==> src/rtl/flopenr_pipe.sv <==
// DEPTH-stage elastic pipeline register with a valid/ready handshake, a global enable and a synchronous flush.
// Defining FLOPENR_PIPE_OCC_EN adds the occ port, which reports how many stages hold a beat.

module flopenr_pipe_stage #(
  parameter int             WIDTH     = 8,
  parameter logic [WIDTH-1:0] RESET_VAL = {WIDTH{1'b0}}
) (
  input  logic             clk,
  input  logic             rst,
  input  logic             clr_i,
  input  logic             rdy_i,
  input  logic             up_vld_i,
  input  logic [WIDTH-1:0] up_data_i,
  output logic             vld_o,
  output logic [WIDTH-1:0] data_o
);
  logic             vld_q, vld_d;
  logic [WIDTH-1:0] data_q, data_d;

  always_comb begin
    vld_d  = vld_q;
    data_d = data_q;
    if (clr_i) vld_d = 1'b0;
    else if (rdy_i) begin
      vld_d = up_vld_i;
      // A bubble moving through the stage does not toggle the data flops
      if (up_vld_i) data_d = up_data_i;
    end
  end

  always_ff @(posedge clk or negedge rst) begin
    if (!rst) begin
      vld_q  <= 1'b0;
      data_q <= RESET_VAL;
    end else begin
      vld_q  <= vld_d;
      data_q <= data_d;
    end
  end

  assign vld_o  = vld_q;
  assign data_o = data_q;
endmodule

module flopenr_pipe #(
  parameter int               WIDTH     = 8,
  parameter int               DEPTH     = 2,
  parameter logic [WIDTH-1:0] RESET_VAL = {WIDTH{1'b0}}
) (
  input  logic             clk,
  input  logic             rst,
  input  logic             en,
  input  logic             flush,
  input  logic             in_valid,
  input  logic [WIDTH-1:0] in_data,
  output logic             in_ready,
  output logic             out_valid,
  output logic [WIDTH-1:0] out_data,
  input  logic             out_ready
`ifdef FLOPENR_PIPE_OCC_EN
  ,output logic [$clog2(DEPTH+1)-1:0] occ
`endif
);
  if (DEPTH < 1) begin : g_bad_depth
    $error("flopenr_pipe: DEPTH must be at least 1");
  end

  logic [DEPTH:0]                rdy;
  logic [DEPTH-1:0]              vld_q;
  logic [DEPTH-1:0][WIDTH-1:0]   data_q;
  logic [DEPTH-1:0]              up_vld;
  logic [DEPTH-1:0][WIDTH-1:0]   up_data;
  logic                          clr;

  assign clr = en & flush;

  // A stage can take a beat when it is empty or its occupant moves on this cycle
  always_comb begin
    rdy        = '0;
    rdy[DEPTH] = out_ready;
    for (int i = DEPTH - 1; i >= 0; i--)
      rdy[i] = en & ~flush & (~vld_q[i] | rdy[i+1]);
  end

  for (genvar i = 0; i < DEPTH; i++) begin : g_stg
    if (i == 0) begin : g_head
      assign up_vld[i]  = in_valid;
      assign up_data[i] = in_data;
    end else begin : g_body
      assign up_vld[i]  = vld_q[i-1];
      assign up_data[i] = data_q[i-1];
    end

    flopenr_pipe_stage #(.WIDTH(WIDTH), .RESET_VAL(RESET_VAL)) u_stg (
      .clk       (clk),
      .rst       (rst),
      .clr_i     (clr),
      .rdy_i     (rdy[i]),
      .up_vld_i  (up_vld[i]),
      .up_data_i (up_data[i]),
      .vld_o     (vld_q[i]),
      .data_o    (data_q[i])
    );
  end

  // Stages are empty under reset, so rst also masks in_ready while it is held
  assign in_ready  = rdy[0] & rst;
  assign out_valid = vld_q[DEPTH-1] & en & ~flush;
  assign out_data  = data_q[DEPTH-1];

`ifdef FLOPENR_PIPE_OCC_EN
  localparam int OW = $clog2(DEPTH + 1);
  logic [OW-1:0] occ_cnt;

  always_comb begin
    occ_cnt = '0;
    for (int i = 0; i < DEPTH; i++) occ_cnt = occ_cnt + OW'(vld_q[i]);
  end

  assign occ = occ_cnt;
`endif
endmodule

==> config.mk <==
export PLATFORM = sky130hd
export DESIGN_NAME = flopenr_pipe
export DESIGN_NICKNAME = d
export VERILOG_FILES = /design/src/rtl/flopenr_pipe.sv
export SDC_FILE = /design/constraint.sdc
export NUM_CORES = 1
export LEC_CHECK = 0
export ABC_AREA = 1
export BUFFER_PORTS_ARGS = -buffer_cell sky130_fd_sc_hd__buf_2
export CAP_MARGIN = 20
export CORE_UTILIZATION = 50
export CTS_BUF_LIST = sky130_fd_sc_hd__clkbuf_8 sky130_fd_sc_hd__clkbuf_16
export CTS_CLUSTER_DIAMETER = 40
export DETAILED_ROUTE_END_ITERATION = 10
export PLACE_DENSITY = 0.77
export SLEW_MARGIN = 0
export SYNTH_ARGS = -nofsm -noshare
export SYNTH_HDL_FRONTEND = slang
export SYNTH_SLANG_ARGS = --single-unit
==> constraint.sdc <==
create_clock -name clk -period 1.15 [get_ports clk]
set_input_delay 0.115 -clock clk [delete_from_list [all_inputs] [get_ports clk]]
set_output_delay 0.115 -clock clk [all_outputs]
set_load 0.01 [all_outputs]
==> flow_metrics.env, run 1 <==
export IMPL_grt_use_total_pct=18.8
export IMPL_grt_max_degree=19
export IMPL_diodes=0
export IMPL_worstSkewPairLatency_ns=0.25
export IMPL_hpwlAfterDp_mm=1.16
export IMPL_fp_dieW_um=43.9
export IMPL_rsz0062_at_grt="yes"
export IMPL_arrival_ns=1.04
export IMPL_r2r_cells=5
export IMPL_violations="negative setup slack"
export IMPL_cts_sinks=18
export IMPL_cts_root_buf="clkbuf_8"
export IMPL_numCtsBuffers=3
export IMPL_hold_depth=3
export IMPL_clk_pin_slew_ns=0.07
export IMPL_portBuffers=23
export IMPL_min_from="in_data[4]"
export IMPL_viasPerCell=5.33
export IMPL_die_area_um2=1930
export IMPL_setup_viol=1
export IMPL_layout_drive_gt1_share_pct=35.9
export IMPL_syn2layout_area_growth_pct=20.7
export IMPL_cts_tree="done"
export IMPL_synth_compound_area_share_pct=0
export IMPL_max_freq_ghz=0.865
export IMPL_cts_path_max_buffers=2
export IMPL_start_util_pct=55.7
export IMPL_yosys_top_cells_area="dfrtp_1 51%, nand2_1 16%, nand4_1 11%"
export IMPL_async_reset_ff_share_pct=100
export IMPL_synthXorXnorAreaFrac_pct=0
export IMPL_slew_violations=0
export IMPL_synthesis_area_um2=878
export IMPL_synthCells=94
export IMPL_fin_crit_ns=1.16
export IMPL_synthAdderAreaFrac_pct=0
export IMPL_seq_area_frac_synth_pct=51.3
export IMPL_start_kind="register"
export IMPL_path_class="reg -> out"
export IMPL_dr_total_vias=709
export IMPL_crit_path_max_fanout=3
export IMPL_die_y_um=43.9
export IMPL_syn_nets=108
export IMPL_fin_crit_sh_pct=100
export IMPL_io_pins=24
export IMPL_hold_viol_final=0
export IMPL_layout_nets=132
export IMPL_synth_top_family_by_area="simple AND/OR/NAND/NOR gates"
export IMPL_status="finished, violations left"
export IMPL_synth_edf_count=0
export IMPL_fin_ws_ns=-0.00570
export IMPL_synth_largest_area_cell="dfrtp_1"
export IMPL_ant_nets=0
export IMPL_wl_per_cell_um=12.2
export IMPL_grt_overflow_total=0
export IMPL_antenna_found_initial=0
export IMPL_first_global_vias=632
export IMPL_dp_slack_ns=0.116
export IMPL_drtIter0Drc=15
export IMPL_fin_hold_ws_ns=0.122
export IMPL_synth_commonest_cells="37 x nand2_1, 18 x dfrtp_1, 16 x nand4_1"
export IMPL_drv_cap=0
export IMPL_yosysWarningCount=0
export IMPL_p_leak_nw=0.579
export IMPL_ys_flop_type="dfrtp_1"
export IMPL_whs_endpoint="g_stg[0].u_stg.data_o[4]$_DFFE_PN0P_"
export IMPL_worstSetupEndpointType="primary output"
export IMPL_power_density_nw_per_um2=1630
export IMPL_drt_wl_total_mm=1.63
export IMPL_r2r_end="g_stg[1].u_stg.data_o[3]$_DFFE_PN0P_"
export IMPL_gp_congestion=0.769
export IMPL_yosysMostFrequentCell="nand2_1"
export IMPL_ys_seq_elements=18
export IMPL_synth_mux_area_share_pct=0
export IMPL_htreeDepth=1
export IMPL_synth_top_cell_area_share_pct=51.3
export IMPL_fin_worst_skew_ns=0.00365
export IMPL_max_slew_margin_pct=81.8
export IMPL_ir_drop_mv=0.817
export IMPL_worst_pin_slew_ns=0.272
export IMPL_rrSetupSlack_ns=0.04
export IMPL_synth_distinct_cells=14
export IMPL_synthSimpleGateAreaFrac_pct=38.0
export IMPL_cp_required_ns=1.03
export IMPL_drc=0
export IMPL_fin_tns_setup_ns=-0.00570
export IMPL_hold_class="in -> reg"
export IMPL_drt_first_pass_iters=6
export IMPL_fp_row_count=14
export IMPL_fin_total_pwr_mw=1.73
export IMPL_synth_area_per_cell_um2=9.34
export IMPL_grt_pass1_wl_mm=2.68
export IMPL_core_area_um2=1580
export IMPL_crit_reg2reg_launch="g_stg[1].u_stg.vld_o$_DFFE_PN0P_"
## sequential cells by signal, indices dropped and copies added, names as in the netlist
| register | flops |
|---|---|
| g_stg.u_stg.vld_o | 2 |
| g_stg.u_stg.data_o | 16 |
## worst max-delay path, stage by stage, from the launching register on
cell	delay (ns)
dfrtp_1	0.43
nand3_4	0.10
and3_4	0.17
buf_6	0.09
## final cells by class
type | instances | area [um^2]
clock buffers | 4 | 55.1
fillers | 134 | 517
inverters | 2 | 7.51
multi-input cells | 63 | 349
flip-flops and latches | 18 | 452
well taps | 16 | 20.0
repair buffers | 30 | 176
## stage by stage
| stage | std cells | util [%] | area [um^2] |
|---|---|---|---|
| detailed placement | 125 | 60.7 | 957 |
| CTS | 132 | 65.9 | 1040 |
| global route | 133 | 67.2 | 1060 |
| finish | 133 | 67.2 | 1060 |
| global placement | 125 | 60.7 | 957 |
| floorplan | 94 | - | 878 |
## power breakdown
| part | switching [mW] | internal [mW] |
|---|---|---|
| clock network | 0.199 | 0.303 |
| registers | 0.0748 | 0.771 |
| logic | 0.217 | 0.162 |
| total | 0.491 | 1.24 |
## kinds of logic (layout without fill, tap and decap cells)
kind of cell | count (synthesis) | in the layout
simple gates | 62 | 63
flops | 18 | 18
buf+inv | 14 | 36
## worst max-delay path by stage
| stage | from | to | slack [ns] | cells after the start |
|---|---|---|---|---|
| after global routing | g_stg[0].u_stg.vld_o$_DFFE_PN0P_ | in_ready | -0.03 | 3 |
| after floorplan | g_stg[1].u_stg.vld_o$_DFFE_PN0P_ | g_stg[0].u_stg.data_o[0]$_DFFE_PN0P_ | 0.23 | 4 |
| after detailed placement | g_stg[1].u_stg.vld_o$_DFFE_PN0P_ | in_ready | 0.12 | 3 |
| after CTS | g_stg[1].u_stg.vld_o$_DFFE_PN0P_ | in_ready | 0.004 | 3 |
| final | g_stg[0].u_stg.vld_o$_DFFE_PN0P_ | in_ready | -0.006 | 3 |
| after global placement | g_stg[1].u_stg.vld_o$_DFFE_PN0P_ | in_ready | 0.14 | 3 |
## layer usage
layer / part of all wire [%] / wire length [um] / GRT usage, %
met4: 0 / 0 / 5.45
met5: 0 / 0 / 0
met3: 4.6 / 75 / 2.50
met2: 48 / 777 / 30.7
met1: 48 / 774 / 26.1
## cell usage in the layout (no fill, tap or decap)
| cell type | Yosys | final |
|---|---|---|
| dlygate4sd3_1 | 0 | 1 |
| nand2_1 | 37 | 37 |
| nor2_1 | 1 | 1 |
| nand3_2 | 0 | 1 |
| nand3_4 | 3 | 3 |
| buf_6 | 1 | 1 |
| nor2_4 | 1 | 1 |
| buf_2 | 3 | 22 |
| inv_2 | 1 | 1 |
| clkbuf_8 | 0 | 4 |
| buf_4 | 8 | 6 |
| dfrtp_1 | 18 | 17 |
| inv_1 | 1 | 1 |
| nand2_4 | 1 | 1 |
| nand3_1 | 2 | 2 |
| and3_4 | 0 | 1 |
| dfrtp_2 | 0 | 1 |
| nand4_1 | 16 | 16 |
## what timing repair did
action	in CTS	in global routing
endpoints found under the setup margin	1	5
hold buffers	1	0
hold endpoints to repair	18	0
cloned	0	1
resized for setup	1	2
buffers inserted	2	0
pin swaps	0	2
Note: power is estimated with default switching activity, not from simulation.
==> run 2, diff against run 1 <==
PLACE_DENSITY = 0.8   (was 0.77)
==> run 2 against run 1 <==
The run still ends with negative setup slack left. Hold slack worse by 0.015 ns. Non-clock buffer count is the same. Design area is 0.24% higher. Clock-buffer cell count unchanged. Global-route usage up 3.2 points. Wire length up 5.4%. Final cell count fell by 0.75%. Critical path type unchanged. Largest power group unchanged.
==> flow_metrics.env, run 2 (synthesis gave the netlist of run 1 again) <==
export IMPL_status="finished, violations left"
export IMPL_violations="negative setup slack"
export IMPL_cts_root_buf="clkbuf_8"
export IMPL_cts_path_max_buffers=2
export IMPL_crit_path_max_fanout=3
export IMPL_grt_max_degree=19
export IMPL_grt_overflow_total=0
export IMPL_cts_tree="done"
export IMPL_drt_wl_total_mm=1.72
export IMPL_die_area_um2=1930
export IMPL_final_area_um2=1060
export IMPL_start_kind="register"
export IMPL_drt_first_pass_iters=6
export IMPL_worstSetupEndpointType="primary output"
export IMPL_syn2layout_area_growth_pct=20.9
export IMPL_drv_cap=0
export IMPL_power_density_nw_per_um2=1650
export IMPL_antenna_found_initial=0
export IMPL_startpoint="g_stg[1].u_stg.vld_o$_DFFE_PN0P_"
export IMPL_worst_pin_slew_ns=0.390
export IMPL_cts_sinks=18
export IMPL_largest_register_ffs=16
export IMPL_gp_congestion=0.817
export IMPL_numCtsBuffers=3
export IMPL_hold_viol_final=0
export IMPL_fin_crit_ns=1.18
export IMPL_final_cells=132
export IMPL_htreeDepth=1
export IMPL_clk_pin_slew_ns=0.07
export IMPL_dp_cells=124
export IMPL_core_area_um2=1580
export IMPL_fin_total_pwr_mw=1.75
export IMPL_max_freq_ghz=0.848
export IMPL_r2r_cells=5
export IMPL_fin_ws_ns=-0.0298
export IMPL_wl_per_cell_um=13.0
export IMPL_fp_dieW_um=43.9
export IMPL_cp_required_ns=1.03
export IMPL_crit_reg2reg_launch="g_stg[1].u_stg.vld_o$_DFFE_PN0P_"
export IMPL_drc=0
export IMPL_fin_crit_sh_pct=103
export IMPL_layout_drive_gt1_share_pct=35.3
export IMPL_fin_tns_setup_ns=-0.0298
export IMPL_die_y_um=43.9
export IMPL_grt_use_total_pct=22.0
export IMPL_rrSetupSlack_ns=0.05
export IMPL_rsz0062_at_grt="yes"
export IMPL_dr_total_vias=706
export IMPL_setup_viol=1
export IMPL_final_cell_mix="37 x nand2_1, 22 x buf_2, 17 x dfrtp_1, 16 x nand4_1, 5 x buf_4"
export IMPL_layout_commonest_cell="nand2_1"
export IMPL_drtIter0Drc=21
export IMPL_r2r_end="g_stg[1].u_stg.data_o[3]$_DFFE_PN0P_"
export IMPL_diodes=0
export IMPL_start_util_pct=55.7
export IMPL_slew_violations=0
export IMPL_max_slew_margin_pct=73.9
export IMPL_worstSetupEndpoint="in_ready"
export IMPL_fin_worst_skew_ns=0.00444
export IMPL_hold_class="in -> reg"
export IMPL_arrival_ns=1.06
export IMPL_layout_nets=131
export IMPL_ant_nets=0
export IMPL_dpl_cell_area_um2=950
export IMPL_hpwlAfterDp_mm=1.13
export IMPL_fin_hold_ws_ns=0.107
export IMPL_io_pins=24
export IMPL_worstSkewPairLatency_ns=0.26
export IMPL_ir_drop_mv=1.18
export IMPL_grt_pass1_wl_mm=2.93
export IMPL_fp_row_count=14
export IMPL_path_class="reg -> out"
export IMPL_viasPerCell=5.35
export IMPL_portBuffers=23
export IMPL_p_leak_nw=0.572
export IMPL_first_global_vias=643
-- run 2: critical path, cell delays in order, from the launching register on --
cell     delay [ns]
dfrtp_2        0.43
nand3_4        0.09
and3_4         0.18
buf_6          0.10
-- run 2: cell type report --
type | instances | area [um^2]
fillers | 132 | 514
flip-flops and latches | 18 | 452
multi-input cells | 62 | 348
repair buffers | 30 | 180
clock buffers | 4 | 55.1
well taps | 16 | 20.0
inverters | 2 | 7.51
-- run 2: worst min path at each step --
stage / from / end / slack (ns) / cells after the start
after floorplan: rst / g_stg[0].u_stg.data_o[0]$_DFFE_PN0P_ / -0.18 / 0
after global placement: rst / g_stg[1].u_stg.data_o[0]$_DFFE_PN0P_ / 0.11 / 2
after detailed placement: rst / g_stg[0].u_stg.vld_o$_DFFE_PN0P_ / 0.11 / 2
after CTS: in_data[7] / g_stg[0].u_stg.data_o[7]$_DFFE_PN0P_ / 0.11 / 3
after global routing: in_data[2] / g_stg[0].u_stg.data_o[2]$_DFFE_PN0P_ / 0.11 / 3
final: in_data[0] / g_stg[0].u_stg.data_o[0]$_DFFE_PN0P_ / 0.11 / 3
-- run 2: where the power goes --
| part | leakage [nW] | switching, mW | internal [mW] |
|---|---|---|---|
| sequential | 0.228 | 0.0747 | 0.771 |
| clock | 0.0288 | 0.215 | 0.305 |
| combinational | 0.315 | 0.221 | 0.168 |
-- run 2: metal layers --
| layer | GRT usage, % | share of wire, % |
|---|---|---|
| met1 | 29.2 | 48 |
| met3 | 8.75 | 8.1 |
| met2 | 29.9 | 42 |
| met4 | 13.9 | 2.3 |
| met5 | 0 | 0 |
-- run 2: repair_timing --
action	in CTS	in global routing
gates cloned	0	0
hold buffers	1	0
pin swaps	1	2
endpoints found under the hold margin	18	0
resized for setup	3	2
endpoints found under the setup margin	1	10
setup buffers	3	0
-- run 2: stage by stage --
step / utilization, % / setup WS (ns)
2_1_floorplan: - / 0.234
6_report: 67.4 / -0.0298
3_3_place_gp: 60.2 / 0.132
4_1_cts: 66.6 / -0.0152
3_5_place_dp: 60.2 / 0.101
5_1_grt: 67.4 / -0.0663
==> run 3, diff against run 2 <==
clock period = 1.1 ns   (was 1.15 ns; I/O delays follow)
==> run 3 against run 2 <==
The flow still finishes with violations (negative setup slack). Highest routed layer unchanged. Clock-buffer cell count stayed put. Critical path type unchanged. Critical endpoint is now out_valid. Via count is 1.6% higher. Core utilization is 2.2 points higher. First-iteration DRC count stayed put.
==> flow_metrics.env, run 3 (synthesis gave the netlist of run 1 again) <==
export IMPL_status="finished, violations left"
export IMPL_violations="negative setup slack"
export IMPL_worstSetupEndpointType="primary output"
export IMPL_core_area_um2=1580
export IMPL_antenna_found_initial=0
export IMPL_fin_worst_skew_ns=0.00159
export IMPL_crit_path_max_fanout=3
export IMPL_fin_util_pct=69.6
export IMPL_drt_wl_total_mm=1.79
export IMPL_ir_drop_mv=0.987
export IMPL_clk_pin_slew_ns=0.07
export IMPL_grt_pass1_wl_mm=3.02
export IMPL_portBuffers=23
export IMPL_cts_root_buf="clkbuf_8"
export IMPL_rsz0062_at_grt="yes"
export IMPL_power_density_nw_per_um2=1680
export IMPL_io_pins=24
export IMPL_first_global_vias=648
export IMPL_max_freq_ghz=0.836
export IMPL_grt_overflow_total=0
export IMPL_start_kind="register"
export IMPL_final_area_um2=1100
export IMPL_crit_reg2reg_launch="g_stg[1].u_stg.vld_o$_DFFE_PN0P_"
export IMPL_max_slew_margin_pct=74.0
export IMPL_dp_cells=124
export IMPL_cts_tree="done"
export IMPL_drv_cap=0
export IMPL_final_cell_mix="34 x nand2_1, 21 x buf_2, 17 x dfrtp_1, 16 x nand4_1, 5 x buf_4"
export IMPL_fin_hold_ws_ns=0.106
export IMPL_ant_nets=0
export IMPL_layout_nets=131
export IMPL_hpwlAfterDp_mm=1.12
export IMPL_fin_crit_ns=1.20
export IMPL_hold_viol_final=0
export IMPL_largest_register_ffs=16
export IMPL_critPathMaxStageDelay_ns=0.42
export IMPL_diodes=0
export IMPL_hold_class="in -> reg"
export IMPL_p_leak_nw=0.582
export IMPL_cp_required_ns=0.99
export IMPL_wl_per_cell_um=13.6
export IMPL_start_util_pct=55.7
export IMPL_worstSetupEndpoint="out_valid"
export IMPL_setup_viol=3
export IMPL_htreeDepth=1
export IMPL_final_cells=132
export IMPL_drtIter0Drc=21
export IMPL_fin_crit_sh_pct=109
export IMPL_layout_drive_gt1_share_pct=38.8
export IMPL_numCtsBuffers=3
export IMPL_fin_ws_ns=-0.0964
export IMPL_dpl_cell_area_um2=950
export IMPL_r2r_end="g_stg[0].u_stg.data_o[2]$_DFFE_PN0P_"
export IMPL_cts_path_max_buffers=2
export IMPL_slew_violations=0
export IMPL_fin_total_pwr_mw=1.85
export IMPL_dr_total_vias=717
export IMPL_worstSkewPairLatency_ns=0.25
export IMPL_worst_pin_slew_ns=0.388
export IMPL_arrival_ns=1.09
export IMPL_fp_row_count=14
export IMPL_startpoint="g_stg[1].u_stg.vld_o$_DFFE_PN0P_"
export IMPL_layout_commonest_cell="nand2_1"
export IMPL_hold_depth=3
export IMPL_fp_dieW_um=43.9
export IMPL_crit_chain="buf_12 -> nand2_4 -> nor2_4 -> buf_6"
export IMPL_rrSetupSlack_ns=-0.01
export IMPL_cts_sinks=18
export IMPL_cp_slowest_cell="dfrtp_2"
export IMPL_drc=0
export IMPL_die_y_um=43.9
export IMPL_die_area_um2=1930
export IMPL_grt_max_degree=19
export IMPL_drt_first_pass_iters=6
export IMPL_path_class="reg -> out"
export IMPL_gp_congestion=0.834
export IMPL_viasPerCell=5.43
export IMPL_grt_use_total_pct=21.9
export IMPL_syn2layout_area_growth_pct=24.9
export IMPL_r2r_cells=5
-- run 3: routing by layer --
layer | part of all wire, % | GRT usage (%) | up-vias
met5 | 0 | 0 | -
met4 | 2.8 | 12.1 | 0
met3 | 4.3 | 2.92 | 7
met2 | 47 | 34.6 | 31
met1 | 46 | 29.2 | 324
li1 | - | - | 355
-- run 3: repair_timing --
item | CTS | global route
buffers inserted | 2 | 1
gates resized for setup | 5 | 6
pin swaps | 1 | 1
setup endpoints to repair | 2 | 19
endpoints found under the hold margin | 18 | 0
hold buffers | 1 | 0
-- run 3: worst min-delay path by stage --
stage / startpoint / end / slack [ns]
floorplan: rst / g_stg[0].u_stg.data_o[0]$_DFFE_PN0P_ / -0.19
global placement: rst / g_stg[1].u_stg.data_o[0]$_DFFE_PN0P_ / 0.10
detailed placement: rst / g_stg[1].u_stg.data_o[4]$_DFFE_PN0P_ / 0.11
CTS: in_data[0] / g_stg[0].u_stg.data_o[0]$_DFFE_PN0P_ / 0.11
global route: in_data[5] / g_stg[0].u_stg.data_o[5]$_DFFE_PN0P_ / 0.13
finish: in_data[0] / g_stg[0].u_stg.data_o[0]$_DFFE_PN0P_ / 0.11
-- run 3: cell type report --
type / instances / area [um^2]
fillers: 130 / 479
flip-flops and latches: 18 / 452
multi-input cells: 62 / 368
repair buffers: 30 / 195
clock buffers: 4 / 55.1
well taps: 16 / 20.0
inverters: 2 / 7.51
-- run 3: critical path, delay by kind of cell (launching register included) --
| kind | cells | cell delay, ns |
|---|---|---|
| buffers and inverters | 2 | 0.24 |
| AND/OR/NAND/NOR | 2 | 0.18 |
| flip-flops | 1 | 0.42 |
-- run 3: through the flow --
step | worst slack, ns | setup TNS (ns)
2_1_floorplan | 0.184 | 0
3_3_place_gp | 0.0874 | 0
3_5_place_dp | 0.0578 | 0
4_1_cts | -0.0796 | -0.143
5_1_grt | -0.135 | -1.05
6_report | -0.0964 | -0.192
-- run 3: report_power, final --
group / internal, mW / switching, mW
logic: 0.185 / 0.242
clock network: 0.318 / 0.212
registers: 0.806 / 0.0819
